<file path="config.mk">
export PLATFORM = sky130hd
export DESIGN_NAME = conv5k_sequencer
export DESIGN_NICKNAME = d
export VERILOG_FILES = /design/src/rtl/conv5k_pkg.sv /design/src/rtl/conv5k_valid_pipe.sv /design/src/rtl/conv5k_sequencer.sv
export SDC_FILE = /design/constraint.sdc
export NUM_CORES = 1
export LEC_CHECK = 0
export ABC_AREA = 1
export ABC_CLOCK_PERIOD_IN_PS = 3300
export CAP_MARGIN = 0
export CORE_MARGIN = 2
export CORE_UTILIZATION = 35
export CTS_CLUSTER_SIZE = 16
export DETAILED_ROUTE_END_ITERATION = 6
export HOLD_SLACK_MARGIN = 0.02
export SYNTH_ARGS = -nofsm -noshare
export SYNTH_HDL_FRONTEND = slang
export SYNTH_SLANG_ARGS = --single-unit
</file>
<file path="constraint.sdc">
create_clock -name clk -period 3.3 [get_ports clk]
set_clock_uncertainty 0.15 [all_clocks]
set_input_delay 0.495 -clock clk [delete_from_list [all_inputs] [get_ports clk]]
set_output_delay 0.495 -clock clk [all_outputs]
set_load 0.05 [all_outputs]
</file>
<file path="src/rtl/conv5k_pkg.sv">
// Shared types and constants for the 5x5 convolution sequencer.
package conv5k_pkg;

  typedef enum logic [2:0] {
    S_IDLE  = 3'd0,
    S_LOAD  = 3'd1,
    S_FETCH = 3'd2,
    S_RUN   = 3'd3,
    S_DRAIN = 3'd4,
    S_DONE  = 3'd5
  } state_t;

  localparam int KTAPS    = 5;
  localparam int NWEIGHTS = 25;
  localparam int DATA_W   = 8;
  localparam int RES_W    = 16;

  localparam logic [2:0] SEL_LAST = 3'd4;

endpackage

</file>
<file path="src/rtl/conv5k_valid_pipe.sv">
// Result-token delay line matching the PE array latency; empty flag lets the controller drain.
module conv5k_valid_pipe #(
  parameter int STAGES = 2
) (
  input  logic clk,
  input  logic rst,
  input  logic push,
  output logic pop,
  output logic empty
);

  logic [STAGES-1:0] vld_p;

  always_ff @(posedge clk) begin
    if (rst) begin
      vld_p <= '0;
    end else begin
      vld_p[0] <= push;
      for (int i = 1; i < STAGES; i++) begin
        vld_p[i] <= vld_p[i-1];
      end
    end
  end

  assign pop   = vld_p[STAGES-1];
  assign empty = (vld_p == '0);

endmodule

</file>
<file path="src/rtl/conv5k_sequencer.sv">
// Sequences the 5x5 PE array over one strip: weight load, column fetch, 5-phase run, result capture.
// Defining CONV5K_STALL_CNT_EN adds the stall_cnt upstream-starvation counter output.
module conv5k_sequencer
  import conv5k_pkg::*;
#(
  parameter int NUM_COLS = 32,
  parameter int PE_LAT   = 2,
  parameter int CW       = 6
) (
  input  logic                         clk,
  input  logic                         reset_n,
  input  logic                         start,
  output logic                         busy,
  output logic                         done,
  input  logic                         wt_valid,
  input  logic [DATA_W-1:0]            wt_data,
  output logic                         wt_ready,
  output logic [NWEIGHTS*DATA_W-1:0]   w_flat,
  input  logic                         pix_valid,
  input  logic [KTAPS*DATA_W-1:0]      pix_data,
  output logic                         pix_ready,
  output logic [KTAPS*DATA_W-1:0]      pe_row,
  output logic [2:0]                   pe_sel,
  input  logic [KTAPS*RES_W-1:0]       pe_y,
  output logic                         out_valid,
  output logic [KTAPS*RES_W-1:0]       out_y
`ifdef CONV5K_STALL_CNT_EN
  ,
  output logic [15:0]                  stall_cnt
`endif
);

  localparam logic [CW:0] NCOLS = (CW+1)'(NUM_COLS);
  localparam logic [4:0]  WLAST = 5'(NWEIGHTS - 1);

  logic        rst;
  state_t      state, state_nx;
  logic [4:0]  wcnt;
  logic [CW-1:0] ccnt;
  logic [CW:0] ccnt_inc;
  logic        more_cols;
  logic        take_col;
  logic        push;
  logic        pop;
  logic        empty;

  // The reset pin is active-high despite its name.
  assign rst       = reset_n;
  assign ccnt_inc  = {1'b0, ccnt} + 1'b1;
  assign more_cols = (ccnt_inc < NCOLS);

  always_ff @(posedge clk) begin
    if (rst) begin
      state  <= S_IDLE;
      wcnt   <= '0;
      ccnt   <= '0;
      pe_sel <= 3'd0;
    end else begin
      state <= state_nx;
      if (state == S_IDLE && start) begin
        wcnt <= '0;
        ccnt <= '0;
      end
      if (wt_ready && wt_valid) wcnt <= wcnt + 5'd1;
      if (push) ccnt <= ccnt + 1'b1;
      pe_sel <= (state == S_RUN && pe_sel != SEL_LAST) ? pe_sel + 3'd1 : 3'd0;
    end
  end

  always_comb begin
    state_nx  = state;
    busy      = (state != S_IDLE);
    done      = 1'b0;
    wt_ready  = 1'b0;
    pix_ready = 1'b0;
    take_col  = 1'b0;
    push      = 1'b0;
    case (state)
      S_IDLE: begin
        if (start) state_nx = S_LOAD;
      end
      S_LOAD: begin
        wt_ready = 1'b1;
        if (wt_valid && wcnt == WLAST) state_nx = S_FETCH;
      end
      S_FETCH: begin
        pix_ready = 1'b1;
        if (pix_valid) begin
          take_col = 1'b1;
          state_nx = S_RUN;
        end
      end
      S_RUN: begin
        // Last phase of a column: retire it and, if upstream is ready, chain the next one.
        if (pe_sel == SEL_LAST) begin
          push      = 1'b1;
          pix_ready = more_cols;
          if (!more_cols) begin
            state_nx = S_DRAIN;
          end else if (pix_valid) begin
            take_col = 1'b1;
          end else begin
            state_nx = S_FETCH;
          end
        end
      end
      S_DRAIN: begin
        if (empty) state_nx = S_DONE;
      end
      S_DONE: begin
        done     = 1'b1;
        state_nx = S_IDLE;
      end
      default: state_nx = S_IDLE;
    endcase
  end

  always_ff @(posedge clk) begin
    if (rst) begin
      w_flat    <= '0;
      pe_row    <= '0;
      out_y     <= '0;
      out_valid <= 1'b0;
    end else begin
      if (wt_ready && wt_valid) w_flat[int'(wcnt)*DATA_W +: DATA_W] <= wt_data;
      if (take_col) pe_row <= pix_data;
      out_valid <= pop;
      if (pop) out_y <= pe_y;
    end
  end

  conv5k_valid_pipe #(
    .STAGES(PE_LAT)
  ) u_vpipe (
    .clk  (clk),
    .rst  (rst),
    .push (push),
    .pop  (pop),
    .empty(empty)
  );

`ifdef CONV5K_STALL_CNT_EN
  function automatic logic [15:0] sat_inc(input logic [15:0] v);
    return (v == 16'hFFFF) ? v : v + 16'd1;
  endfunction

  // Waiting in FETCH once the strip has started streaming means upstream starved us.
  always_ff @(posedge clk) begin
    if (rst || (state == S_IDLE && start)) begin
      stall_cnt <= '0;
    end else if (state == S_FETCH && ccnt != '0) begin
      stall_cnt <= sat_inc(stall_cnt);
    end
  end
`endif

endmodule
</file>
Yosys cells after proc, flatten, opt, wreduce, memory -nomap -nowiden

Index checks and enable logic that the tools add are counted.

Flip-flop bits (word level): 340
Bits of input ports: 133
Output and inout port bits: 328
Logic and storage cells: 66

Add/subtract/negate cells: 5
Order comparisons: 1
Equal/unequal tests: 14
Shift-type cells: 2
Mux-type cells: 23
Bitwise logic cells: 1
Reduce and logical (&&, ||, !) cells: 11

Operator list:

| cell                     | number |
|---|---|
| $bwmux 200               | 1 |
| $shift 8x33->200 const A | 1 |
| $shiftx 8x33->200        | 1 |
| $neg 8->33               | 1 |
| $mux 3                   | 7 |
| $pmux 3 s5               | 1 |
| $mux 6                   | 2 |
| $mux 5                   | 2 |
| $eq 3x3->1 const B       | 3 |
| $mux 1                   | 8 |
| $ne 2x2->1 const B       | 4 |
| $add 6x1->7 const B      | 1 |
| $lt 7x6->1 const B       | 1 |
| $add 6x1->6 const B      | 1 |
| $eq 3x2->1 const B       | 2 |
| $ne 3x3->1 const B       | 2 |
| $reduce_and 6->1         | 1 |
| $add 5x1->5 const B      | 1 |
| $eq 5x5->1 const B       | 1 |
| $logic_and 1x1->1        | 4 |
| $pmux 1 s2               | 2 |
| $reduce_bool 2->1        | 2 |
| $add 3x1->3 const B      | 1 |
| $eq 3x1->1 const B       | 1 |
| 6 further kinds          | 6 |

Longest topological paths before layout

Gate-level depths: netlist (run 1).

Depth in word-level cells: 5
Depth in mapped cells: 16
Gate-level depth less buffers: 13

By module

From an unflattened synthesis (run 1), not the netlist that was laid out.

Cells, all modules: 2206
Area, all modules: 14791.7 um^2

By module, submodules not included:

| module            | instances | cells each | area an instance (um^2) | seq. area each (um^2) |
|---|---|---|---|---|
| conv5k_sequencer  | 1         | 2199       | 14730.4                 | 6766.5 |
| conv5k_valid_pipe | 1         | 7          | 61.3                    | 40.0 |

Worst setup path before layout (run 1)

OpenSTA, ideal clock, no wires.

Path kind: register -> register
Start point: register wcnt[0]
End point: register w_flat[128]
Library setup time: 0.114 ns
Arrival time: 2.491 ns
Required time: 3.036 ns
Slack: 0.545 ns
Cell stages (with the launch flop): 16
Cells stage by stage: dfxtp_1 inv_2 buf_6 buf_2 ha_1 nand2_1 nor2_1 ha_1 nand3_4 nor2_4 inv_4 nor2_4 buf_4 nand2_1 nand2_1 nor2_1

Longest elaborated chain between the ends: 3
Elaborated cells on any way between the ends: 4
Classes of those cells: add/sub: 1; shift: 2; mux: 1

RTL lines:

| what                                                         | line                    | text |
|---|---|---|
| start, declared                                              | conv5k_sequencer.sv:38  | `logic [4:0] wcnt;` |
| start signal, assigned                                       | conv5k_sequencer.sv:64  | `if (wt_ready && wt_valid) wcnt <= wcnt + 5'd1;` |
| $neg 8->33 *                                                 | conv5k_sequencer.sv:125 | `if (wt_ready && wt_valid) w_flat[int'(wcnt)*DATA_W +: DATA_W] <= wt_data;` |
| $shiftx 8x33->200 / $shift 8x33->200 (equally long branches) | conv5k_sequencer.sv:125 |  |
| $bwmux 200 *                                                 | conv5k_sequencer.sv:125 |  |
| end signal, assigned by index                                | conv5k_sequencer.sv:125 |  |
| end, declared                                                | conv5k_sequencer.sv:18  | `output logic [NWEIGHTS*DATA_W-1:0] w_flat,` |

Mark *: on every way between the ends. The rest lies on a longest branch, timed or not.
A chain may end at the register's enable or synchronous reset.

Final worst setup path (run 1)

Start point: register wcnt[1]
End point: register w_flat[81]

The elaborated chain is that of the path after synthesis.

==> results.env, run 1 <==
WORST_EP_ARRIVAL_TIME_NS=3.21
STD_CELL_ROWS=74
IOPINCOUNT=461
FMAX_MHz=346
WORST-SLEW-PIN-TRANSITION_NS=0.802
DP.FINAL_HPWL_UM=37600
WORST_VDD_RAIL_IR_DROP_uV=438
SYNTH_TOP_CELL_BY_AREA='sky130_fd_sc_hd__dfxtp_1'
CTS-HOLD-FIX-BUFFERS=0
MAPPEDNETLISTAREA_UM2=14600
CRITICAL_PATH.MAX_STAGE_DELAY_NS=0.70
FLOORPLAN.DIE_AREA_UM2=43200
TIMING.CRITICAL_PATH.MODE_CELL='sky130_fd_sc_hd__nand2_1'
DIE_SPAN_X_UM=208
DRT-INITIAL-DRC-COUNT=881
CP.REQUIRED_NS=3.61
WORST_CASE_REG_TO_REG_PATH_DEPTH=9
MAX_SLEW_MARGIN_PCT=46.5
GRT_PASS1_WL_UM=79900
SYNTH_TOP_AREA_SHARE_PCT=46.8
WORSTPATHCELLLIST='inv_1 > ha_1 > inv_1 > nor2_8 > nand2_1 > nor2_4 > nand2_1 > nand2_1 > nor2_1'
CTS.REPAIR_TIMING.SETUP_BUFFER_COUNT=0
CTS_RESIZED=0
WORST_HOLD_SLACK_NS=0.281
SLEW_VIOLATIONS=0
IO_BUFFERS=460
FINALNETCOUNT=2651
CORE_AREA_UM2=40900
CRITICAL_PATH.SLOWEST_CELL='sky130_fd_sc_hd__ha_1'
NUMCTSBUFFERS=40
MAX-CLOCK-PATH-BUFFERS=3
TIMING.RR.END='w_flat[81]$_SDFFE_PP0P_'
SYNTHTOPCELLSBYAREA='sky130_fd_sc_hd__dfxtp_1 (47%), sky130_fd_sc_hd__nor2_1 (16%), sky130_fd_sc_hd__nand2_1 (11%)'
SYNTHCELLS=2098
GRT_START_MAX_NET_PINS=111
ROUTEDWLPERCELL_UM=16.8
WORST_HOLD_PATH_TYPE='flop to flop'
CRIT-REG2REG-LAUNCH='wcnt[1]$_SDFFE_PP0P_'
GRT.OVERFLOW.TOTAL=0
SYNTH_FP_NETS=2237
SYNTH_TOP_FAMILY_BY_AREA='simple AND/OR/NAND/NOR gates'
TOTALWIRELENGTH_UM=51700
SYNTH_SEQ_CELLS=340
WORST_PATH_MAXIMUM_FANOUT=16
SIMPLE_GATE_PORTION_OF_THE_SYNTHESIZED_AREA_PCT=36.4
FLOORPLAN.INITIALDENSITY_PCT=35.6
PROPORTION_OF_LAYOUT_CELLS_WITH_A_DRIVE_SUFFIX_ABOVE_1_PCT=5.51
FIRST_GLOBAL_VIAS=13846
P_LEAK_nW=9.46
FINALCRITPERIODSHARE_PCT=87.6
DETAIL_ROUTE.FIRST_PASS.ITERATIONS=5
DETAILROUTE.VIA_COUNT=14389
WORSTSETUPPATHTYPE='flop to flop'
LAYOUT-AREA-OVERHEAD-VS-SYNTH_PCT=42.5
CTS.SINKS=340
SYNTH_SEQUENTIAL_AREA_RATIO_PCT=46.8
TIMING.CRITICAL_PATH.FROM_TYPE='flop'
FINALWORSTPATHREQUIREDPERIOD_NS=2.89
FINAL_HOLD_VIOL_COUNT=0
FINALWEIGHTEDCONGESTION=0.886
CLKSLEWWORSTSETUPHOLDPATHS_NS=0.06
HOLD_DEPTH=2
GRT_USE_TOTAL_PCT=23.2
WORSTSETUPENDPOINTTYPE='flop'
DRV.MAX_CAP_VIOLATION_COUNT=0
HTREE_NUM_LEVELS=2
YOSYSUNIQUECELLTYPES=34
REG2REG_SLACK_NS=0.41
ROUTED_VIA_DENSITY=4.68
UNREPAIRED_SETUP_ENDPOINTS_AFTER_GLOBAL_ROUTING='no'
MEAN_INSTANCE_SIZE_IN_THE_SYNTHESIZED_NETLIST_UM2=6.94
ROOT_BUFFER='sky130_fd_sc_hd__clkbuf_16'
FP.DIEH_UM=208
YOSYSWARNINGCOUNT=0
SETUP_VIOL=0
SYNTHADDERAREAFRAC_PCT=0.516
PLACE_AREA_UM2=19400
SYNTH_COMPOUND_AREA_SHARE_PCT=6.65
GRT_ANTENNA_BEFORE_REPAIR=1
FINISH.INSTANCE_AREA_UM2=20700
MUXSHAREOFSYNTHAREA_PCT=0
TRITONCTS='yes'
POWER_DENSITY_nW_PER_UM2=492
CLK_LATENCY_NS=0.57
HOLD_PATH_STARTPOINT='u_vpipe.vld_p[0]$_SDFF_PP0_'
RUN_STATUS='completed'
FINAL.SETUP.TNS_NS=0
HOLD_END='u_vpipe.vld_p[1]$_SDFF_PP0_'
DETAIL-ROUTE-ANTENNA-NETS=0
SYNTH-XOR-AREA-SHARE_PCT=0.0602
DRT_DRC=0
## critical path, delay by kind of cell, from the launching register on
kind | cells | cell delay (ns)
and+or+nand+nor | 6 | 0.98
adders and majority gates | 1 | 0.70
buffers and inverters | 2 | 0.50
DFF | 1 | 0.44
## layer usage
metal | vias to the layer above | part of all wire, % | track usage, %
li1 | 7266 | - | -
met1 | 6503 | 41 | 27.6
met2 | 523 | 48 | 39.4
met3 | 97 | 8.5 | 7.17
met4 | 0 | 3.3 | 8.44
met5 | - | 0 | 0
## cells in the mapped netlist, drive strengths merged
master  instances
nor2          650
nand2         443
dfxtp         340
inv           219
o21ai         126
nand3          93
a21oi          56
clkbuf         54
buf            51
nand4          27
nor3           23
ha              6
o211ai          3
a221oi          2
clkinv          2
a32o            1
o31ai           1
xnor2           1
## through the flow
stage,setup slack (ns),utilization [%],instances,total power [W]
floorplan,0.545,-,2098,0.00535
global placement,0.556,47.5,3002,0.00586
detailed placement,0.446,47.5,3002,0.00587
CTS,0.428,50.7,3072,0.0103
global route,0.211,50.7,3073,0.0106
finish,0.408,50.7,3074,0.0102
## report_power, final
group / leakage, nW / internal, W / total [W] / switching (W)
combinational: 6.07 / 0.000460 / 0.00158 / 0.00112
clock: 0.642 / 0.00261 / 0.00442 / 0.00181
sequential: 2.74 / 0.00415 / 0.00421 / 0.0000554
total: 9.46 / 0.00722 / 0.0102 / 0.00299
## layout make-up
| type | instances | area (um^2) |
|---|---|---|
| Antenna cell | 2 | 5.00 |
| Clock buffer | 53 | 1110 |
| Clock inverter | 17 | 175 |
| Fill cell | 4079 | 20200 |
| Inverter | 221 | 847 |
| Multi-Input combinational cell | 1432 | 6350 |
| Sequential cell | 340 | 6810 |
| Tap cell | 532 | 666 |
| Timing Repair Buffer | 477 | 4770 |
## registers in the layout (all words and copies together) (netlist names)
register and cells:
pe_sel 3, ccnt 6, pe_row 40, wcnt 5, out_valid 1, u_vpipe.vld_p 2, w_flat 200, out_y 80
state 3
## cells by family after synthesis
family / after synthesis
adder cells (fa/ha/maj): 6
XOR/XNOR: 1
buffers and inverters: 326
AND/OR/NAND/NOR: 1236
flip-flops: 340
AO/OA/AOI/OAI: 189
## worst max-delay path by stage
stage,startpoint,to,cells after the start
global placement,wcnt[1]$_SDFFE_PP0P_,w_flat[132]$_SDFFE_PP0P_,12
detailed placement,wcnt[1]$_SDFFE_PP0P_,w_flat[101]$_SDFFE_PP0P_,10
CTS,wcnt[1]$_SDFFE_PP0P_,w_flat[101]$_SDFFE_PP0P_,10
floorplan,wcnt[0]$_SDFFE_PP0P_,w_flat[128]$_SDFFE_PP0P_,15
global route,wcnt[1]$_SDFFE_PP0P_,w_flat[101]$_SDFFE_PP0P_,10
finish,wcnt[1]$_SDFFE_PP0P_,w_flat[81]$_SDFFE_PP0P_,9
## placed cells by master, fill, tap and decap left out, types with 5 or more instances in the layout
master and instances:
sky130_fd_sc_hd__nand3_4 5, sky130_fd_sc_hd__nand2_1 439, sky130_fd_sc_hd__nand3_1 81, sky130_fd_sc_hd__nor2_8 6, sky130_fd_sc_hd__o21ai_0 124, sky130_fd_sc_hd__clkbuf_1 8, sky130_fd_sc_hd__dfxtp_1 339, sky130_fd_sc_hd__clkdlybuf4s50_1 458
sky130_fd_sc_hd__nand3_2 7, sky130_fd_sc_hd__nor2_1 631, sky130_fd_sc_hd__inv_2 5, sky130_fd_sc_hd__buf_4 14, sky130_fd_sc_hd__ha_1 6, sky130_fd_sc_hd__clkinv_2 10, sky130_fd_sc_hd__nor3_1 19, sky130_fd_sc_hd__nor2_4 5
sky130_fd_sc_hd__a21oi_1 56, sky130_fd_sc_hd__clkbuf_16 41, sky130_fd_sc_hd__inv_1 210, sky130_fd_sc_hd__nand4_1 18, sky130_fd_sc_hd__nand4_4 9, sky130_fd_sc_hd__nor2_2 8
(Power assumes the default switching activity.)
==> run 2: changes to the inputs <==
--- a/config.mk
+++ b/config.mk
@@ -8,7 +8,6 @@
 export ABC_AREA = 1
 export ABC_CLOCK_PERIOD_IN_PS = 3300
 export CAP_MARGIN = 0
-export CORE_MARGIN = 2
 export CORE_UTILIZATION = 35
 export CTS_CLUSTER_SIZE = 16
 export DETAILED_ROUTE_END_ITERATION = 6
==> run 2 against run 1 <==
Compared with the run above:
- sequential share of layout area is essentially flat
- flip-flop and latch count is the same
- critical path depth shrank 2
- largest power group unchanged
==> results.env, run 2 (synthesis gave the netlist of run 1 again) <==
FINALWEIGHTEDCONGESTION=0.866  # -2.3%
IOPINCOUNT=461  # unchanged
GRT_ANTENNA_BEFORE_REPAIR=4  # +3
DETAIL-ROUTE-ANTENNA-NETS=0  # unchanged
REGMOSTFLOPS='w_flat'
FIRST_GLOBAL_VIAS=13679  # -1.2%
WORST_VDD_RAIL_IR_DROP_uV=346  # -21%
SETUP_VIOL=0  # unchanged
FINAL_HOLD_VIOL_COUNT=0  # unchanged
HOLD_PATH_STARTPOINT='u_vpipe.vld_p[0]$_SDFF_PP0_'
FP.DIEH_UM=206  # -0.96%
TIMING.CRITICAL_PATH.FROM_TYPE='flop'
SWITCHING_SHARE_PCT=29.1  # -0.23 points
ROOT_BUFFER='sky130_fd_sc_hd__clkbuf_16'
FINALCRITPERIODSHARE_PCT=90.4  # +2.8 points
DRV.MAX_CAP_VIOLATION_COUNT=0  # unchanged
REG2REG_SLACK_NS=0.45  # +0.04 ns
GRT_PASS1_WL_UM=77200  # -3.4%
DRT_DRC=0  # unchanged
GRT_START_MAX_NET_PINS=84  # -24%
CTS_RESIZED=0  # unchanged
ROUTED_VIA_DENSITY=4.69  # +0.19%
DETAILROUTE.VIA_COUNT=14425  # +0.25%
LAYOUT-AREA-OVERHEAD-VS-SYNTH_PCT=42.5  # about the same
TOTALWIRELENGTH_UM=50800  # -1.7%
GRT_USE_TOTAL_PCT=23.5  # +0.26 points
WORST_EP_ARRIVAL_TIME_NS=2.34  # -0.87 ns
NUMCTSBUFFERS=39  # -2.5%
POSTLAYOUTCOREUTIL_PCT=50.7  # about the same
CP.REQUIRED_NS=2.65  # -0.96 ns
CELL_INTERNAL_POWER_W=0.00717  # -0.70%
WORSTSETUPPATHTYPE='flop to output pin'
REG.LARGEST.LIST='w_flat (200), out_y (80), pe_row (40)'
WORST_HOLD_PATH_TYPE='flop to flop'
SLEW_VIOLATIONS=0  # unchanged
TIMING.RR.END='w_flat[27]$_SDFFE_PP0P_'
FINALNETCOUNT=2653  # +0.075%
FINALWORSTPATHREQUIREDPERIOD_NS=2.98  # +0.0919 ns
FMAX_MHz=335  # -3.1%
STD_CELL_ROWS=74  # unchanged
MAX_SLEW_MARGIN_PCT=39.6  # -6.9 points
CLK_LATENCY_NS=0.57  # about the same
DIE_SPAN_X_UM=206  # -0.96%
DETAIL_ROUTE.FIRST_PASS.ITERATIONS=6  # +1
SEQUENTIALPOWERSHARE_PCT=41.6  # +0.4 points
DRT-INITIAL-DRC-COUNT=996  # +13%
PROPORTION_OF_LAYOUT_CELLS_WITH_A_DRIVE_SUFFIX_ABOVE_1_PCT=5.51  # unchanged
WORST-SLEW-PIN-TRANSITION_NS=0.906  # +0.104 ns
FLOORPLAN.INITIALDENSITY_PCT=35.6  # unchanged
UNREPAIRED_SETUP_ENDPOINTS_AFTER_GLOBAL_ROUTING='no'
CLKSLEWWORSTSETUPHOLDPATHS_NS=0.06  # about the same
GRT.OVERFLOW.TOTAL=0  # unchanged
POWER_FRAC_COMB_PCT=15.7  # +0.2 points
CTS.REPAIR_TIMING.SETUP_BUFFER_COUNT=0  # unchanged
HTREE_NUM_LEVELS=2  # unchanged
IO_BUFFERS=460  # unchanged
POWER.CLOCK.FRACTION_PCT=42.7  # -0.6 points
WORST_CASE_REG_TO_REG_PATH_DEPTH=11  # +2
POWER_DENSITY_nW_PER_UM2=487  # -1.0%
MOSTFREQUENTLAYOUTCELL='sky130_fd_sc_hd__nor2_1'
CTS-HOLD-FIX-BUFFERS=0  # unchanged
ROUTEDWLPERCELL_UM=16.5  # -1.7%
RUN_STATUS='completed'
CRIT-REG2REG-LAUNCH='wcnt[1]$_SDFFE_PP0P_'
WORSTSETUPENDPOINTTYPE='output pin'
MAX-CLOCK-PATH-BUFFERS=3  # unchanged
CTS.SINKS=340  # unchanged
TRITONCTS='yes'
DP.FINAL_HPWL_UM=37200  # -0.96%
P_LEAK_nW=9.44  # -0.13%
MOSTFREQUENTLAYOUTCELLS='sky130_fd_sc_hd__nor2_1 (631), sky130_fd_sc_hd__clkdlybuf4s50_1 (458), sky130_fd_sc_hd__nand2_1 (439)'
CORE_AREA_UM2=40900  # unchanged
HOLD_END='u_vpipe.vld_p[1]$_SDFF_PP0_'
LARGEST_REGISTER_FFS=200  # unchanged
WORST_PATH_MAXIMUM_FANOUT=11  # -5
FLOORPLAN.DIE_AREA_UM2=42400  # -1.9%
FINAL.SETUP.TNS_NS=0  # unchanged
HOLD_DEPTH=2  # unchanged
SWITCHING_POWER_W=0.00294  # -1.8%
==> run 2: stage by stage <==
step           cells  total power, W  cell area (um^2)  hold WS (ns)  worst slack, ns
2_1_floorplan   2098         0.00535             14600         0.253            0.545
3_3_place_gp    3005         0.00586             19500         0.263            0.571
3_5_place_dp    3005         0.00588             19500         0.263            0.466
4_1_cts         3072          0.0102             20700         0.278            0.287
5_1_grt         3075          0.0105             20700         0.297            0.117
6_report        3076          0.0101             20700         0.277            0.316
==> run 2: power by group through the flow <==
stage / logic (W) / clock network [W] / registers [W]
floorplan: 0.000978 / 0 / 0.00437
detailed placement: 0.00159 / 0 / 0.00429
global placement: 0.00157 / 0 / 0.00429
CTS: 0.00160 / 0.00441 / 0.00420
global route: 0.00172 / 0.00457 / 0.00421
finish: 0.00159 / 0.00431 / 0.00420
==> run 2: worst max-delay path: stages, from the launching register on <==
cell                      delay [ns]
sky130_fd_sc_hd__dfxtp_1        0.34
sky130_fd_sc_hd__inv_1          0.06
sky130_fd_sc_hd__ha_1           0.13
sky130_fd_sc_hd__nand2_1        0.08
sky130_fd_sc_hd__nor2_1         0.38
sky130_fd_sc_hd__nand2_1        0.10
sky130_fd_sc_hd__nand2_1        0.47
sky130_fd_sc_hd__buf_12         0.22
==> run 2: area by class of cell <==
type                    count  area [um^2]
fillers                  4027        20200
flip-flops and latches    340         6810
multi-input cells        1432         6350
repair buffers            480         4780
clock buffers              59         1180
inverters                 221          847
well taps                 532          666
clock inverters             8         82.6
diodes                      4         10.0
==> run 2: worst max path at each step <==
stage	start	to	slack [ns]	cells after the start
after floorplan	wcnt[0]$_SDFFE_PP0P_	w_flat[128]$_SDFFE_PP0P_	0.55	15
after global placement	wcnt[1]$_SDFFE_PP0P_	w_flat[118]$_SDFFE_PP0P_	0.57	12
after detailed placement	wcnt[1]$_SDFFE_PP0P_	w_flat[101]$_SDFFE_PP0P_	0.47	10
after CTS	pe_sel[0]$_SDFF_PP0_	pix_ready	0.29	7
after global routing	pe_sel[0]$_SDFF_PP0_	pix_ready	0.12	7
final	pe_sel[0]$_SDFF_PP0_	pix_ready	0.32	7
==> run 2: per-layer routing <==
| metal | vias up | part of all wire, % | GRT usage (%) |
|---|---|---|---|
| li1 | 7259 | - | - |
| met1 | 6527 | 41 | 28.6 |
| met2 | 542 | 48 | 39.2 |
| met3 | 95 | 7.8 | 5.96 |
| met4 | 2 | 3.6 | 9.87 |
| met5 | - | 0.026 | 0 |
==> run 3: changes to the inputs <==
--- a/config.mk
+++ b/config.mk
@@ -12,6 +12,7 @@
 export CTS_CLUSTER_SIZE = 16
 export DETAILED_ROUTE_END_ITERATION = 6
 export HOLD_SLACK_MARGIN = 0.02
+export SETUP_SLACK_MARGIN = 0.2
 export SYNTH_ARGS = -nofsm -noshare
 export SYNTH_HDL_FRONTEND = slang
 export SYNTH_SLANG_ARGS = --single-unit
==> run 3 against run 2 <==
Compared with the run above:
- worst hold slack lost 0.0019 ns
- cell count stayed put
- setup slack better by 0.15 ns
- register-to-register slack better by 0.02 ns
- critical endpoint is now done
- power is essentially flat
- sequential share of layout area is essentially flat
- clock power barely moved
- critical path type unchanged
- core utilization about the same
- flip-flop and latch count unchanged
- clock-buffer cell count stayed put
- global-route usage is the same
==> results.env, run 3 (synthesis gave the netlist of run 1 again) <==
FINALWORSTPATHREQUIREDPERIOD_NS=2.83  # -0.153 ns
DETAIL-ROUTE-ANTENNA-NETS=0  # unchanged
GRT_ANTENNA_BEFORE_REPAIR=4  # unchanged
POSTLAYOUTCOREUTIL_PCT=50.7  # about the same
WORST-SLEW-PIN-TRANSITION_NS=0.904  # -0.00201 ns
DIE_SPAN_X_UM=206  # unchanged
POWER_DENSITY_nW_PER_UM2=487  # about the same
GRT_PASS1_WL_UM=77200  # unchanged
DETAIL_ROUTE.FIRST_PASS.ITERATIONS=6  # unchanged
MOSTFREQUENTLAYOUTCELLS='sky130_fd_sc_hd__nor2_1 (631), sky130_fd_sc_hd__clkdlybuf4s50_1 (458), sky130_fd_sc_hd__nand2_1 (438)'
STD_CELL_ROWS=74  # unchanged
SETUP_VIOL=0  # unchanged
DETAILROUTE.VIA_COUNT=14399  # -0.18%
LARGEST_REGISTER_FFS=200  # unchanged
IO_BUFFERS=460  # unchanged
FINALWEIGHTEDCONGESTION=0.866  # unchanged
WORST_VDD_RAIL_IR_DROP_uV=345  # -0.12%
IOPINCOUNT=461  # unchanged
TOTALWIRELENGTH_UM=50900  # about the same
DP.FINAL_HPWL_UM=37200  # unchanged
WORSTSETUPENDPOINTTYPE='output pin'
CRIT-REG2REG-LAUNCH='wcnt[1]$_SDFFE_PP0P_'
CRITICAL_PATH.MAX_STAGE_DELAY_NS=0.91  # +0.44 ns
SWITCHING_POWER_W=0.00293  # -0.12%
SEQUENTIALPOWERSHARE_PCT=41.6  # about the same
GRT_START_MAX_NET_PINS=84  # unchanged
ROOT_BUFFER='sky130_fd_sc_hd__clkbuf_16'
CELL_INTERNAL_POWER_W=0.00717  # about the same
WORSTSETUPPATHTYPE='flop to output pin'
FINAL_HOLD_VIOL_COUNT=0  # unchanged
NUMCTSBUFFERS=39  # unchanged
HTREE_NUM_LEVELS=2  # unchanged
FINAL.SETUP.TNS_NS=0  # unchanged
PROPORTION_OF_LAYOUT_CELLS_WITH_A_DRIVE_SUFFIX_ABOVE_1_PCT=5.55  # +0.039 points
WORSTPATHCELLLIST='inv_2 > nor3_1 > clkdlybuf4s50_1'
MOSTFREQUENTLAYOUTCELL='sky130_fd_sc_hd__nor2_1'
DRT_DRC=0  # unchanged
ROUTEDWLPERCELL_UM=16.5  # about the same
FLOORPLAN.DIE_AREA_UM2=42400  # unchanged
RUN_STATUS='completed'
STARTPOINT='state[2]$_SDFFE_PP0P_'
FP.DIEH_UM=206  # unchanged
FIRST_GLOBAL_VIAS=13679  # unchanged
MAX-CLOCK-PATH-BUFFERS=3  # unchanged
FLOORPLAN.INITIALDENSITY_PCT=35.6  # unchanged
REGMOSTFLOPS='w_flat'
WORST_EP_ARRIVAL_TIME_NS=2.19  # -0.15 ns
DRV.MAX_CAP_VIOLATION_COUNT=0  # unchanged
MAX_SLEW_MARGIN_PCT=39.7  # +0.13 points
FINALNETCOUNT=2653  # unchanged
CRITICAL_PATH.SLOWEST_CELL='sky130_fd_sc_hd__clkdlybuf4s50_1'
P_LEAK_nW=9.44  # about the same
POWER.TOTAL_W=0.0101  # about the same
CP.REQUIRED_NS=2.65  # about the same
TIMING.CRITICAL_PATH.FROM_TYPE='flop'
POWER_FRAC_COMB_PCT=15.8  # about the same
LAYOUT-AREA-OVERHEAD-VS-SYNTH_PCT=42.5  # about the same
GRT_USE_TOTAL_PCT=23.5  # unchanged
POWER.CLOCK.FRACTION_PCT=42.6  # about the same
DRT-INITIAL-DRC-COUNT=961  # -3.5%
HOLD_PATH_STARTPOINT='u_vpipe.vld_p[0]$_SDFF_PP0_'
TRITONCTS='yes'
CTS.SINKS=340  # unchanged
CTS-HOLD-FIX-BUFFERS=0  # unchanged
CLK_LATENCY_NS=0.57  # about the same
SWITCHING_SHARE_PCT=29.1  # about the same
REG.LARGEST.LIST='w_flat (200), out_y (80), pe_row (40)'
ROUTED_VIA_DENSITY=4.68  # -0.18%
FMAX_MHz=353  # +5.4%
GRT.OVERFLOW.TOTAL=0  # unchanged
WORST_PATH_MAXIMUM_FANOUT=6  # -5
UNREPAIRED_SETUP_ENDPOINTS_AFTER_GLOBAL_ROUTING='no'
WORST_HOLD_PATH_TYPE='flop to flop'
FINALCRITPERIODSHARE_PCT=85.8  # -4.6 points
CLKSLEWWORSTSETUPHOLDPATHS_NS=0.05  # about the same
CORE_AREA_UM2=40900  # unchanged
SLEW_VIOLATIONS=0  # unchanged
[run 3: cell count changes in the layout (fill, tap and decap cells not counted)]
cell,delta
sky130_fd_sc_hd__nand2_2,+1
sky130_fd_sc_hd__nand2_1,-1
[run 3: power by group through the flow]
stage	clock network, W	registers [W]	logic [W]
after floorplan	0	0.00437	0.000978
after global placement	0	0.00429	0.00157
after detailed placement	0	0.00429	0.00159
after CTS	0.00441	0.00420	0.00160
after global routing	0.00457	0.00421	0.00172
final	0.00431	0.00420	0.00159
[run 3: path summary, 6_finish.rpt]
| kind | endpoint | slack (ns) | cells past startpoint |
|---|---|---|---|
| hold / removal | u_vpipe.vld_p[1]$_SDFF_PP0_ | 0.27 | 2 |
| hold reg to reg | u_vpipe.vld_p[1]$_SDFF_PP0_ | 0.27 | 2 |
| setup reg to reg | w_flat[101]$_SDFFE_PP0P_ | 0.47 | 10 |
| setup / recovery | done | 0.47 | 3 |
[run 3: through the flow]
stage	worst slack (ns)	instance area, um^2	instances	hold slack (ns)
3_5_place_dp	0.466	19500	3005	0.263
3_3_place_gp	0.571	19500	3005	0.263
4_1_cts	0.287	20700	3072	0.278
2_1_floorplan	0.545	14600	2098	0.253
6_report	0.469	20700	3076	0.275
5_1_grt	0.221	20700	3075	0.297
[run 3: critical path: cells and delay by family (launching register included)]
family | cells | cell delay, ns
buffers and inverters | 2 | 1.00
DFF | 1 | 0.44
and+or+nand+nor | 1 | 0.20
[run 3: final cells by class]
| type | count | area, um^2 |
|---|---|---|
| inverters | 221 | 847 |
| clock buffers | 59 | 1180 |
| clock inverters | 8 | 82.6 |
| multi-input cells | 1432 | 6350 |
| diodes | 4 | 10.0 |
| repair buffers | 480 | 4780 |
| fillers | 4026 | 20200 |
| flip-flops and latches | 340 | 6810 |
| well taps | 532 | 666 |
[run 3: timing repair]
item                                    CTS  global route
endpoints found under the setup margin    0             2
resized for setup                         0             1
setup buffers                             0             0
[run 3: layer usage]
metal	part of all wire [%]	routed length (um)	vias to the layer above	track usage [%]
met5	0.026	13	-	0
met4	3.5	1760	2	9.87
met3	7.9	4020	91	5.96
met2	48	24200	542	39.2
met1	41	20900	6506	28.6
li1	-	-	7258	-
